<file path="config.mk">
export PLATFORM = sky130hd
export DESIGN_NAME = fifo_axis_packetizer
export DESIGN_NICKNAME = d
export VERILOG_FILES = /design/src/rtl/fifo_axis_packetizer.sv
export SDC_FILE = /design/constraint.sdc
export NUM_CORES = 1
export LEC_CHECK = 0
export BUFFER_PORTS_ARGS = -buffer_cell sky130_fd_sc_hd__buf_4
export CAP_MARGIN = 20
export CORE_ASPECT_RATIO = 1.5
export CORE_MARGIN = 2
export CORE_UTILIZATION = 53
export DETAILED_ROUTE_END_ITERATION = 10
export PLACE_DENSITY = 0.77
export SETUP_SLACK_MARGIN = 0.4
export SYNTH_ARGS = -nofsm -noshare
export SYNTH_HDL_FRONTEND = slang
export SYNTH_SLANG_ARGS = --single-unit
</file>
<file path="constraint.sdc">
create_clock -name clk -period 7.01 [get_ports clk]
set_input_delay 2.103 -clock clk [delete_from_list [all_inputs] [get_ports clk]]
set_output_delay 2.103 -clock clk [all_outputs]
set_load 0.01 [all_outputs]
</file>
<file path="src/rtl/fifo_axis_packetizer.sv">
// Drains a 1-cycle-latency FIFO into fixed-length AXI4-Stream packets via a 2-entry skid buffer.
// Optional macro FIFO_AXIS_TIMEOUT_EN closes a stalled partial packet after TIMEOUT_CYCLES idle cycles.
module fifo_axis_packetizer #(
  parameter int DATA_WIDTH     = 16,
  parameter int LEN_WIDTH      = 10,
  parameter int TIMEOUT_CYCLES = 64
) (
  input  logic                  clk,
  input  logic                  rst,
  input  logic                  enable,
  input  logic [LEN_WIDTH-1:0]  pkt_len,
  input  logic [DATA_WIDTH-1:0] fifo_dout,
  input  logic                  fifo_empty,
  output logic                  fifo_rd_en,
  output logic [DATA_WIDTH-1:0] m_axis_tdata,
  output logic                  m_axis_tvalid,
  input  logic                  m_axis_tready,
  output logic                  m_axis_tlast,
  output logic                  pkt_done,
  output logic [15:0]           pkt_count,
  output logic                  busy
);

  // Stream handshake: a beat transfers on a cycle with tvalid && tready; once tvalid is
  // raised, tvalid, tdata and tlast hold until that transfer.

  typedef enum logic {S_IDLE, S_STREAM} state_t;

  state_t                r_state;
  state_t                w_state_next;
  logic [DATA_WIDTH-1:0] r_buf0;
  logic [DATA_WIDTH-1:0] r_buf1;
  logic [1:0]            r_occ;
  logic                  r_inflight;
  logic [LEN_WIDTH-1:0]  r_beat;
  logic [LEN_WIDTH-1:0]  r_len_q;
  logic                  r_pkt_done;
  logic [15:0]           r_pkt_count;

  logic                  w_pop;
  logic [LEN_WIDTH-1:0]  w_last_idx;
  logic                  w_at_last;
  logic                  w_present;
  logic                  w_short;
  logic [2:0]            w_level;
  logic [1:0]            w_wr_slot;
  logic [LEN_WIDTH-1:0]  w_beat_next;

  assign w_last_idx = r_len_q - LEN_WIDTH'(1);
  assign w_at_last  = (r_beat == w_last_idx);

`ifdef FIFO_AXIS_TIMEOUT_EN
  localparam int TW = $clog2(TIMEOUT_CYCLES + 1);
  logic [TW-1:0] r_idle_cnt;
  logic          r_short;
  logic          w_timed_out;

  assign w_timed_out = (r_idle_cnt == TW'(TIMEOUT_CYCLES));
  // r_short keeps tlast stable if a late read clears the idle counter before the handshake.
  assign w_short     = w_timed_out || r_short;
  assign w_present   = (r_occ == 2'd2) || r_inflight || w_at_last || w_short;

  always_ff @(posedge clk) begin
    if (rst || fifo_rd_en || w_pop || (r_occ == 2'd0)) begin
      r_idle_cnt <= '0;
    end else if (fifo_empty && !r_inflight && !w_timed_out) begin
      r_idle_cnt <= r_idle_cnt + TW'(1);
    end
    if (rst || w_pop) begin
      r_short <= 1'b0;
    end else if (w_timed_out) begin
      r_short <= 1'b1;
    end
  end
`else
  assign w_short   = 1'b0;
  assign w_present = 1'b1;
`endif

  assign m_axis_tvalid = (r_occ != 2'd0) && w_present;
  assign m_axis_tlast  = m_axis_tvalid && (w_at_last || w_short);
  assign m_axis_tdata  = r_buf0;
  assign w_pop         = m_axis_tvalid && m_axis_tready;

  // Occupancy after this cycle's pop and landing read; a new read is only allowed if it still fits.
  assign w_level    = {1'b0, r_occ} + {2'b00, r_inflight} - {2'b00, w_pop};
  assign fifo_rd_en = !rst && enable && !fifo_empty && (r_len_q != '0) && (w_level < 3'd2);
  assign w_wr_slot  = r_occ - {1'b0, w_pop};

  always_comb begin
    w_beat_next = r_beat;
    if (w_pop) begin
      w_beat_next = m_axis_tlast ? '0 : r_beat + LEN_WIDTH'(1);
    end
  end

  always_ff @(posedge clk) begin
    if (rst) begin
      r_buf0      <= '0;
      r_buf1      <= '0;
      r_occ       <= 2'd0;
      r_inflight  <= 1'b0;
      r_beat      <= '0;
      r_len_q     <= '0;
      r_pkt_done  <= 1'b0;
      r_pkt_count <= 16'd0;
    end else begin
      if (w_pop) begin
        r_buf0 <= r_buf1;
      end
      if (r_inflight) begin
        if (w_wr_slot == 2'd0) begin
          r_buf0 <= fifo_dout;
        end else begin
          r_buf1 <= fifo_dout;
        end
      end
      r_occ      <= w_level[1:0];
      r_inflight <= fifo_rd_en;
      r_beat     <= w_beat_next;
      // Length is sampled between packets, including the tlast beat of a back-to-back stream.
      if ((r_beat == '0 && !w_pop) || (w_pop && m_axis_tlast)) begin
        r_len_q <= pkt_len;
      end
      r_pkt_done <= w_pop && m_axis_tlast;
      if (w_pop && m_axis_tlast) begin
        r_pkt_count <= r_pkt_count + 16'd1;
      end
    end
  end

  always_ff @(posedge clk) begin
    if (rst) begin
      r_state <= S_IDLE;
    end else begin
      r_state <= w_state_next;
    end
  end

  always_comb begin
    w_state_next = r_state;
    case (r_state)
      S_IDLE: begin
        if (fifo_rd_en) begin
          w_state_next = S_STREAM;
        end
      end
      S_STREAM: begin
        if (w_pop && m_axis_tlast && (w_level == 3'd0) && !fifo_rd_en) begin
          w_state_next = S_IDLE;
        end
      end
      default: w_state_next = S_IDLE;
    endcase
  end

  assign busy      = (r_state == S_STREAM);
  assign pkt_done  = r_pkt_done;
  assign pkt_count = r_pkt_count;

endmodule

</file>
# Yosys cells after proc, flatten, opt, wreduce, memory -nomap -nowiden
# Cells that the tools add are included.
[totals] inputBits=31 output_inout_bits=37 register_bits=73 elab_cells=47
[classes] add_sub_neg=6 n_bitwise=2 muxes=7 n_lt_le_gt_ge=1 n_eq_ne=1 n_reduce_logical=21
[op_table] op="$mux 16" n=3
[op_table] op="$add 16x1->16 const B" n=1
[op_table] op="$add 10x1->10 const B" n=1
[op_table] op="$eq 10x10->1" n=1
[op_table] op="$logic_and 1x1->1" n=10
[op_table] op="$logic_not 10->1" n=1
[op_table] op="$mux 10" n=1
[op_table] op="$reduce_bool 10->1" n=1
[op_table] op="$sub 10x1->10 const B" n=1
[op_table] op="$logic_not 1->1" n=4
[op_table] op="$add 2x1->3" n=1
[op_table] op="$logic_not 3->1" n=1
[op_table] op="$lt 3x2->1 const B" n=1
[op_table] op="$sub 3x1->3" n=1
[op_table] op="$logic_not 2->1" n=1
[op_table] op="$mux 1" n=2
[op_table] op="$not 1->1" n=2
[op_table] op="$pmux 1 s2" n=1
[op_table] op="$reduce_and 2->1" n=1
[op_table] op="$reduce_bool 2->1" n=1
[op_table] op="$sub 2x1->2" n=1
[op_table] op="$logic_or 1x1->1" n=1

# Longest topological paths before layout
[logic_depth] ltp_word=9 ltp_mapped=15 depth_no_buf=12

# Worst setup path after synthesis
# OpenSTA, ideal clock, no wires.
[synth_path] path_type="input to output" start="input port m_axis_tready" end="output port fifo_rd_en" cell_stages=13 path_buffers=3 t_required_ns=4.907 arrival_time_ns=4.559 setup_slack_ns=0.348 cell_sequence="nand2_1 inv_1 clkbuf_1 clkbuf_1 clkbuf_1 ha_1 inv_1 ha_1 inv_1 fa_1 xnor2_1 nand2_1 nor3_1"
[synth_between] elab_chain_len=4
[synth_rtl] element="start, declared" line_no="17" text="input logic m_axis_tready,"
[synth_rtl] element="$logic_and 1x1->1" line_no="83" text="assign w_pop = m_axis_tvalid && m_axis_tready;"
[synth_rtl] element="net w_pop" line_no="40" text="logic w_pop;"
[synth_rtl] element="$sub 3x1->3" line_no="86" text="assign w_level = {1'b0, r_occ} + {2'b00, r_inflight} - {2'b00, w_pop};"
[synth_rtl] element="$lt 3x2->1" line_no="87" text="assign fifo_rd_en = !rst && enable && !fifo_empty && (r_len_q != '0) && (w_level < 3'd2);"
[synth_rtl] element="$logic_and 1x1->1" line_no="87"
[synth_rtl] element="end, declared" line_no="14" text="output logic fifo_rd_en,"
# The timed path passes the listed nets, and every way through them passes these cells.

# Worst setup path after layout
[layout_path] start="input port m_axis_tready" end="output port fifo_rd_en"
[layout_between] elab_chain_len=4
[layout_rtl] element="$logic_and 1x1->1" line_no="83"
[layout_rtl] element="$sub 3x1->3" line_no="86"
[layout_rtl] element="$lt 3x2->1" line_no="87"
[layout_rtl] element="$logic_and 1x1->1" line_no="87"
# No other way between the ends.

==> results.json <==
{
  "post-cts-setup-buffers": 0,
  "num_rows": 37,
  "setup_tns_ns": 0,
  "path_clk_slew_ns": 0.08,
  "whs_endpoint": "m_axis_tdata[10]$_SDFF_PP0_",
  "cts_max_level": 3,
  "final_hold_viol_count": 0,
  "cts_resized": 0,
  "crit_top_cell": "inv_1",
  "min_path_type": "reg2reg",
  "syn_inst": 424,
  "drive_above_1_share_pct": 20.3,
  "syn_avg_cell_area_um2": 8.65,
  "drt_wl_total_um": 8220,
  "powerDensity_nw_per_um2": 287,
  "max_stage_delay_ns": 0.37,
  "cp-start-kind": "primary input",
  "synthFlopType": "dfxtp_1",
  "port_buffers": 67,
  "rrSetupSlack_ns": 4.01,
  "max_freq_ghz": 0.166,
  "drt-initial-drc-count": 275,
  "wl_per_cell_um": 14.7,
  "grt-ovfl-total": 0,
  "grt_use_met2_pct": 35.4,
  "drc": 0,
  "syn_to_final_growth_pct": 19.2,
  "reg2reg_to": "pkt_count[5]$_SDFFE_PP0P_",
  "holdWs_ns": 0.473,
  "viasPerCell": 5.81,
  "die-area_um2": 7610,
  "grt_pass1_vias": 3104,
  "cp.required_ns": 4.91,
  "setup_violations": 0,
  "cts_hold_buffers": 0,
  "outcome": "finished, final reports clean",
  "via_count": 3259,
  "cp.depth": 12,
  "clock-sinks": 73,
  "syn_area_um2": 3670,
  "crit_type": "in2out",
  "ys_warn_count": 0,
  "grt_pass1_wl_um": 13700,
  "syn_nets": 462,
  "crit_family": "adder cells",
  "layout_commonest_cell": "dfxtp_1",
  "hold_depth": 2,
  "crit_slowest_cell": "fa_1",
  "die_w_um": 71.9,
  "min_from": "r_buf1[10]$_SDFFE_PP0P_",
  "grt.busiest_layer": "met2",
  "synth_edf_count": 0,
  "postRouteAntennaNets": 0,
  "antenna_cells": 0,
  "r2r_start": "r_len_q[0]$_SDFFE_PP0P_",
  "final_cell_mix": "dfxtp_1, buf_4, nand2_1, nor2_1, mux2i_1",
  "place_congestion": 0.876,
  "min_period_ns": 6.02,
  "ys_seq_area_share_pct": 39.8,
  "synth.distinct_cells": 51,
  "worstRegToRegCells": 8,
  "ios": 68,
  "fin_crit_sh_pct": 85.9,
  "slew_headroom_pct": 31.4,
  "rsz0062_at_grt": "no",
  "end_kind": "primary output",
  "critPathBufInv": 5,
  "clockRootBuffer": "clkbuf_8",
  "drv_cap": 0,
  "p_leak_uw": 0.00176,
  "max_slew.worst_pin.slew_ns": 1.03,
  "use_met1_pct": 28.2,
  "crit_chain": "buf_4, nand2_1, inv_1, ha_1, inv_1, ha_1, inv_1, fa_1, xnor2_1, nand2_1, nor3_1, buf_4",
  "cp.arrival_ns": 3.92,
  "async_flop_share_pct": 0,
  "vdd_drop_max_v": 0.000219,
  "cp_max_fo": 3,
  "slew_violations": 0,
  "grt_antenna_before_repair": 0,
  "ys_ff_latch": 73,
  "cts_buffer_depth": 2,
  "cts_tree": "done",
  "track_usage_pct": 22.3,
  "drt-pass1-iter-count": 4,
  "dp_hpwl_um": 5600,
  "initial_utilization_pct": 53.9,
  "skew_ns": 0.00773,
  "grt_max_degree": 90,
  "clk-insertion-delay-late_ns": 0.35,
  "finalNetCount": 516,
  "grtUsageMet3_pct": 6.12,
  "die_h_um": 106,
  "cts_buffers": 9,
  "core-area_um2": 6810
}
-- cell type report --
cell class / instances / area (um^2)
Sequential cell: 73 / 1460
Fill cell: 569 / 2430
Tap cell: 78 / 97.6
Multi-Input combinational cell: 312 / 2040
Inverter: 12 / 45.0
Clock inverter: 6 / 66.3
Clock buffer: 10 / 138
Timing Repair Buffer: 70 / 526
-- synthesized netlist by cell type (9+ instances only) --
cell	number	area, um^2
mux2i_1	27	270
nand4_1	13	81.3
clkbuf_1	22	82.6
nand2b_1	24	150
a21oi_1	14	70.1
or4_1	9	67.6
inv_1	12	45.0
xor2_1	11	96.3
nor2_1	46	173
nand2_1	49	184
dfxtp_1	73	1460
a311oi_1	16	140
-- per-stage QoR --
stage,setup slack (ns),std cells,power (uW),instance area (um^2),util (%)
2_1_floorplan,0.447,424,800,3670,-
3_3_place_gp,1.10,545,910,4170,61.3
3_5_place_dp,0.989,545,923,4170,61.3
4_1_cts,0.973,561,1260,4370,64.3
5_1_grt,0.836,561,1330,4370,64.3
6_report,0.990,561,1250,4370,64.3
-- cell families (layout without fill, tap and decap cells) --
kind of cell    after synthesis  count (layout)  synth area share, %
compound gates               59              59                 12.3
xor+xnor                     18              18                 4.30
fa+ha+maj                     7               7                 2.59
buf+inv                      39              98                 4.54
flops                        73              73                 39.8
mux                          33              33                 9.21
simple gates                195             195                 27.2
-- power by group --
group,internal [uW],switching (uW),total (uW)
logic,168,239,408
registers,462,45.3,508
clock network,175,165,340
total,805,450,1250
-- routing by layer --
metal / part of all wire (%) / wire length, um
met4: 2.0 / 164
met2: 49 / 4040
met1: 44 / 3620
met5: 0 / 0
met3: 4.8 / 395
-- worst max-delay path by stage --
stage	from	to	slack [ns]
2_1_floorplan	m_axis_tready	fifo_rd_en	0.45
3_3_place_gp	m_axis_tready	fifo_rd_en	1.10
3_5_place_dp	m_axis_tready	fifo_rd_en	0.99
4_1_cts	m_axis_tready	fifo_rd_en	0.97
5_1_grt	m_axis_tready	fifo_rd_en	0.84
6_report	m_axis_tready	fifo_rd_en	0.99
-- flip-flops by register name, summed over array words and instances (netlist names) --
name and flops:
busy 1, m_axis_tdata 16, pkt_count 16, pkt_done 1, r_beat 10, r_buf1 16
r_inflight 1, r_len_q 10, r_occ 2
-- worst min-delay path, cell delays in order (launching register included) --
cell and delay, ns:
dfxtp_1 0.31, nand2_1 0.05, a311oi_1 0.07
Power figures use the tool's default switching activity.
